`config.mk`:
```
export PLATFORM = sky130hd
export DESIGN_NAME = hash_op_scheduler
export DESIGN_NICKNAME = d
export VERILOG_FILES = /design/src/rtl/hash_op_scheduler.sv
export SDC_FILE = /design/constraint.sdc
export NUM_CORES = 1
export LEC_CHECK = 0
export CAP_MARGIN = 20
export CELL_PAD_IN_SITES_DETAIL_PLACEMENT = 0
export CELL_PAD_IN_SITES_GLOBAL_PLACEMENT = 2
export CORE_ASPECT_RATIO = 1.4
export CORE_MARGIN = 2
export CORE_UTILIZATION = 23
export CTS_CLUSTER_DIAMETER = 120
export DETAILED_ROUTE_END_ITERATION = 10
export PLACE_DENSITY_LB_ADDON = 0.1
export SLEW_MARGIN = 5
export SYNTH_ARGS = -nofsm -noshare
export SYNTH_HDL_FRONTEND = slang
export SYNTH_SLANG_ARGS = --single-unit
```
`constraint.sdc`:
```
create_clock -name clk -period 5.9 [get_ports clk]
set_clock_uncertainty 0.05 [all_clocks]
set_input_delay 1.18 -clock clk [delete_from_list [all_inputs] [get_ports clk]]
set_output_delay 1.18 -clock clk [all_outputs]
set_load 0.01 [all_outputs]
```
`src/rtl/hash_op_scheduler.sv`:
```
// hash_op_scheduler: round-robin front end for the cuckoo hash table controller.
// Grants one requester at a time and walks the operation through the hash,
// table read and commit phases, then holds a tagged response until it is accepted.
//
// state  | meaning
// -------+-------------------------------------------------------------
// IDLE   | waiting for an eligible requester, grant issued here
// HASH   | waiting HASH_LATENCY cycles for hash addresses to settle
// LOOKUP | one-cycle table read strobe
// COMMIT | op code driven to the controller, status/data captured
// RESP   | response presented until resp_ready_i
module hash_op_scheduler #(
    parameter int KEY_WIDTH    = 2,
    parameter int DATA_WIDTH   = 32,
    parameter int NUM_REQ      = 4,
    parameter int HASH_LATENCY = 1,
    parameter int ID_W         = (NUM_REQ > 1) ? $clog2(NUM_REQ) : 1
) (
    input  logic                          clk,
    input  logic                          rst,
    input  logic [NUM_REQ-1:0]            req_valid_i,
    input  logic [2*NUM_REQ-1:0]          req_op_i,
    input  logic [KEY_WIDTH*NUM_REQ-1:0]  req_key_i,
    input  logic [DATA_WIDTH*NUM_REQ-1:0] req_data_i,
    output logic [NUM_REQ-1:0]            req_ready_o,
    output logic [KEY_WIDTH-1:0]          key_o,
    output logic [DATA_WIDTH-1:0]         data_o,
    output logic [1:0]                    delete_write_read_o,
    output logic                          table_rd_en_o,
    input  logic [DATA_WIDTH-1:0]         ctl_read_data_i,
    input  logic                          ctl_no_element_i,
    input  logic                          ctl_no_write_space_i,
    input  logic                          ctl_key_present_i,
    input  logic                          ctl_no_del_target_i,
    output logic                          resp_valid_o,
    input  logic                          resp_ready_i,
    output logic [ID_W-1:0]               resp_id_o,
    output logic [2:0]                    resp_status_o,
    output logic [DATA_WIDTH-1:0]         resp_data_o,
    output logic                          busy_o
);

    typedef enum logic [2:0] {
        S_IDLE,
        S_HASH,
        S_LOOKUP,
        S_COMMIT,
        S_RESP
    } state_t;

    localparam logic [1:0] OP_READ  = 2'b01;
    localparam logic [1:0] OP_WRITE = 2'b10;
    localparam logic [1:0] OP_DEL   = 2'b11;

    localparam logic [2:0] ST_OK            = 3'd0;
    localparam logic [2:0] ST_NOT_FOUND     = 3'd1;
    localparam logic [2:0] ST_NO_SPACE      = 3'd2;
    localparam logic [2:0] ST_KEY_PRESENT   = 3'd3;
    localparam logic [2:0] ST_NO_DEL_TARGET = 3'd4;

    localparam logic [3:0] HASH_LOAD = 4'((HASH_LATENCY > 0) ? HASH_LATENCY - 1 : 0);

    state_t                state, state_nxt;
    logic [ID_W-1:0]       last_grant;
    logic [ID_W-1:0]       cur_id;
    logic [1:0]            cur_op;
    logic [3:0]            hash_cnt;

    logic                  hi_found, lo_found;
    logic [ID_W-1:0]       hi_idx, lo_idx, pick;
    logic                  grant;
    logic [1:0]            sel_op;
    logic [KEY_WIDTH-1:0]  sel_key;
    logic [DATA_WIDTH-1:0] sel_data;
    logic [2:0]            status_nxt;
    logic [DATA_WIDTH-1:0] data_nxt;

    // Cyclic search: lowest eligible index above last_grant, else lowest overall.
    always_comb begin
        hi_found = 1'b0;
        lo_found = 1'b0;
        hi_idx   = '0;
        lo_idx   = '0;
        for (int k = NUM_REQ - 1; k >= 0; k--) begin
            if (req_valid_i[k] && (req_op_i[2*k +: 2] != 2'b00)) begin
                if (ID_W'(k) > last_grant) begin
                    hi_found = 1'b1;
                    hi_idx   = ID_W'(k);
                end else begin
                    lo_found = 1'b1;
                    lo_idx   = ID_W'(k);
                end
            end
        end
        pick  = hi_found ? hi_idx : lo_idx;
        grant = (state == S_IDLE) && (hi_found || lo_found) && !rst;
    end

    // Operand mux for the granted requester.
    always_comb begin
        sel_op   = '0;
        sel_key  = '0;
        sel_data = '0;
        for (int k = 0; k < NUM_REQ; k++) begin
            if (pick == ID_W'(k)) begin
                sel_op   = req_op_i[2*k +: 2];
                sel_key  = req_key_i[k*KEY_WIDTH +: KEY_WIDTH];
                sel_data = req_data_i[k*DATA_WIDTH +: DATA_WIDTH];
            end
        end
    end

    // State register and round-robin pointer.
    always_ff @(posedge clk or posedge rst) begin
        if (rst) begin
            state      <= S_IDLE;
            last_grant <= ID_W'(NUM_REQ - 1);
        end else begin
            state <= state_nxt;
            if (grant) last_grant <= pick;
        end
    end

    // Next-state logic and phase strobes; strobes decode the state directly so
    // an asynchronous reset removes them without waiting for a clock.
    always_comb begin
        state_nxt           = state;
        req_ready_o         = '0;
        table_rd_en_o       = 1'b0;
        delete_write_read_o = 2'b00;
        resp_valid_o        = 1'b0;
        busy_o              = (state != S_IDLE);
        case (state)
            S_IDLE: begin
                if (grant) begin
                    req_ready_o = NUM_REQ'(1) << pick;
                    state_nxt   = (HASH_LATENCY > 0) ? S_HASH : S_LOOKUP;
                end
            end
            S_HASH: begin
                if (hash_cnt == 4'd0) state_nxt = S_LOOKUP;
            end
            S_LOOKUP: begin
                table_rd_en_o = 1'b1;
                state_nxt     = S_COMMIT;
            end
            S_COMMIT: begin
                delete_write_read_o = cur_op;
                state_nxt           = S_RESP;
            end
            S_RESP: begin
                resp_valid_o = 1'b1;
                if (resp_ready_i) state_nxt = S_IDLE;
            end
            default: state_nxt = S_IDLE;
        endcase
    end

    // Status priority per op; read data is only returned on a read hit.
    always_comb begin
        status_nxt = ST_OK;
        case (cur_op)
            OP_WRITE: begin
                if (ctl_key_present_i)         status_nxt = ST_KEY_PRESENT;
                else if (ctl_no_write_space_i) status_nxt = ST_NO_SPACE;
            end
            OP_READ:  if (ctl_no_element_i)    status_nxt = ST_NOT_FOUND;
            OP_DEL:   if (ctl_no_del_target_i) status_nxt = ST_NO_DEL_TARGET;
            default: ;
        endcase
        data_nxt = ((cur_op == OP_READ) && !ctl_no_element_i) ? ctl_read_data_i : '0;
    end

    // Operand latch at grant, hash wait counter, and response capture in COMMIT.
    always_ff @(posedge clk or posedge rst) begin
        if (rst) begin
            cur_id        <= '0;
            cur_op        <= '0;
            key_o         <= '0;
            data_o        <= '0;
            hash_cnt      <= '0;
            resp_id_o     <= '0;
            resp_status_o <= '0;
            resp_data_o   <= '0;
        end else begin
            if (grant) begin
                cur_id   <= pick;
                cur_op   <= sel_op;
                key_o    <= sel_key;
                data_o   <= sel_data;
                hash_cnt <= HASH_LOAD;
            end else if ((state == S_HASH) && (hash_cnt != 4'd0)) begin
                hash_cnt <= hash_cnt - 4'd1;
            end
            if (state == S_COMMIT) begin
                resp_id_o     <= cur_id;
                resp_status_o <= status_nxt;
                resp_data_o   <= data_nxt;
            end
        end
    end

endmodule

```
==> impl_metrics.csv <==
group,metric,value,unit
yosys,syn_area,4250,um^2
sta,fmax,216,MHz
final_layout,fin_util,41.2,%
route,drc,0,
clock_network,clk_latency,0.33,ns
yosys,async_reset_ff_share,100,%
route,drtIter0Drc,157,
global_routing,antenna_found_initial,0,
setup_path,critical-path-max-stage-delay,0.54,ns
yosys,syn_inst,370,
setup_path,reg2reg_depth,6,
clock_network,cts_tree,"done",
yosys,synth_top_area_share,48.3,%
final_layout,fin_nets,815,
global_routing,grt_max_degree,48,
yosys,ys.warnings.count,0,
yosys,synth_edf_count,0,
clock_network,cts_max_level,3,
placed_design,io_buffers,266,
sta,tightest_slew,0.652,ns
floorplanning,std_cell_rows,58,
sta,fin_setup_tns,0,ns
sta,max_slew_margin,56.4,%
sta,finalHoldViolCount,0,
floorplanning,core-area,18000,um^2
yosys,ys_seq_area_share,49.6,%
yosys,synth_seq_cells,84,
final_layout,n_antenna_cell,0,
min_path,hp-class,"flip-flop to flip-flop",
clock_network,postCtsHoldBufs,0,
yosys,syn_nets,559,
clock_network,clock-root-buffer,"clkbuf_16",
placed_design,dp_cells,855,
yosys,synth.most_common_cell,"dfrtp_1",
clock_network,postCtsSetupBuffers,0,
pwr,ir_worst_vdd,0.000171,V
clock_network,path_clk_slew,0.06,ns
final_layout,drive_above_1_share,5.86,%
setup_path,cp.required,4.67,ns
route,firstDrtPassIters,3,
floorplanning,die_x,119,um
clock_network,cts_sinks,84,
setup_path,startpoint_type,"input port",
clock_network,cts-resized-gates,0,
global_routing,gr-total-overflow,0,
global_routing,grt_pass1_vias,4362,
route,ant_nets,0,
setup_path,arrival,3.41,ns
outcome,status,"finished, final reports clean",
route,vias,4017,
yosys,synth_largest_area_cell,"dfrtp_1",
pwr,p_per_area,422,nW/um^2
clock_network,clockBufferDepth,2,
sta,slew_viol_final,0,
route,drt-total-wl,15.2,mm
sta,rsz0062_at_grt,"false",
yosys,synth_ff_type,"dfrtp_1",
pwr,power_leakage,0.00317,uW
setup_path,cp-end-kind,"output port",
global_routing,grt_pass1_wl,23.8,mm
floorplanning,initial_core_util,23.6,%
yosys,synthTopCellsByArea,"dfrtp_1, mux2i_1, o221ai_1, a22o_1, nand2_1",
setup_path,path_max_fanout,9,
yosys,avgSynthCellArea,11.5,um^2
clock_network,cts_buffers,9,
setup_path,crit_type,"input port to output port",
min_path,hold_path_depth,2,
yosys,synth_cell_types,41,
flow_run,max_cap_violations,0,
setup_path,path_cells,"clkdlybuf4s50_1, o21ai_1, nor3b_1, o31ai_1, or2_1, nor2b_1, clkdlybuf4s50_1",
placed_design,gp_congestion,0.713,
sta,setup_violations,0,
final_layout,stdcell_count,871,
yosys,synth_common_cells,"dfrtp_1, mux2i_1, nand2_1",
setup_path,crit_top_cell,"clkdlybuf4s50_1",
floorplanning,dieHeight,165,um
route,wl_per_cell,17.5,um
floorplanning,io_pins,267,
global_routing,grt_use_total,15.4,%
floorplanning,die_area,19600,um^2
sta,post-route-period-util,78.6,%
placed_design,dp_hpwl,11.2,mm
sta,layout_min_cycle_time,4.64,ns
route,vias_per_cell,4.61,
final_layout,area_delta_synth_final,74.8,%
setup_path,cpMaxStageDelayCell,"clkdlybuf4s50_1",
[sequential cells by signal (all words and copies together) (netlist names)]
register       cells
data_o            32
resp_data_o       32
hash_cnt           4
resp_status_o      3
state              3
cur_id             2
cur_op             2
key_o              2
last_grant         2
resp_id_o          2
[routing by layer]
layer | wire, um | vias to the layer above | global-route usage (%) | share of wire [%]
li1 | - | 1896 | - | -
met1 | 6120 | 1945 | 18.0 | 40
met2 | 7640 | 165 | 27.1 | 50
met3 | 1290 | 11 | 5.25 | 8.5
met4 | 171 | 0 | 4.11 | 1.1
met5 | 0 | - | 0 | 0
[worst max-delay path, delay by kind of cell]
| kind | cells | cell delay, ns |
|---|---|---|
| simple gates | 3 | 0.56 |
| compound gates | 2 | 0.71 |
| buf+inv | 2 | 0.96 |
[cells by family (layout without fill, tap and decap cells)]
logic type               Yosys count  in the layout  synth area share, %
flip-flops                        84             84                 49.6
XOR/XNOR                           4              4                0.825
adder cells (fa/ha/maj)            2              2                0.589
buffers and inverters             37            298                 5.04
AO/OA/AOI/OAI                     88             88                 17.5
AND/OR/NAND/NOR                   80             80                 8.72
multiplexers                      75             75                 17.7
[power breakdown]
part,internal (uW),switching [uW],leakage [uW]
sequential,845,167,0.00109
combinational,863,673,0.00194
clock,342,240,0.000146
[layout make-up]
type,instances,area (um^2)
Clock buffer,11,243
Clock inverter,5,60.1
Fill cell,1807,10600
Inverter,7,28.8
Multi-Input combinational cell,249,1960
Sequential cell,84,2100
Tap cell,240,300
Timing Repair Buffer,275,2730
[metrics by stage]
| step | area (um^2) | total power, uW | hold slack, ns | setup WS, ns |
|---|---|---|---|---|
| 3_3_place_gp | 7120 | 2570 | 0.413 | 1.27 |
| 6_report | 7420 | 3130 | 0.428 | 1.26 |
| 4_1_cts | 7420 | 3190 | 0.434 | 1.22 |
| 3_5_place_dp | 7120 | 2580 | 0.415 | 1.22 |
| 2_1_floorplan | 4250 | 1810 | 0.392 | 2.24 |
| 5_1_grt | 7420 | 3360 | 0.457 | 1.06 |
[worst paths after layout]
| check | slack (ns) | from | end |
|---|---|---|---|
| min | 0.43 | resp_status_o[1]$_DFFE_PP0P_ | resp_status_o[1]$_DFFE_PP0P_ |
| min in group asynchronous | 1.26 | rst | data_o[26]$_DFFE_PP0N_ |
| min reg2reg | 0.43 | resp_status_o[1]$_DFFE_PP0P_ | resp_status_o[1]$_DFFE_PP0P_ |
| max | 1.26 | req_op_i[7] | req_ready_o[3] |
| max in group asynchronous | 3.51 | rst | data_o[29]$_DFFE_PP0N_ |
| max reg2reg | 3.58 | last_grant[1]$_DFFE_PP1N_ | cur_op[0]$_DFFE_PP0N_ |
[placed cells by master, fill, tap and decap left out, types with 2 or more instances in the layout]
master / n
clkbuf_16: 9
mux2i_1: 73
nor2_1: 15
inv_1: 6
xnor2_1: 2
nand2_1: 48
mux2_2: 2
a21oi_1: 2
xor2_1: 2
nor3_1: 2
a22o_1: 32
dfrtp_1: 82
and3_1: 2
buf_4: 9
dfstp_2: 2
o21ai_0: 4
o21ai_1: 3
o221ai_1: 36
ha_1: 2
nor3b_1: 4
clkdlybuf4s50_1: 266
(Power assumes the default switching activity.)
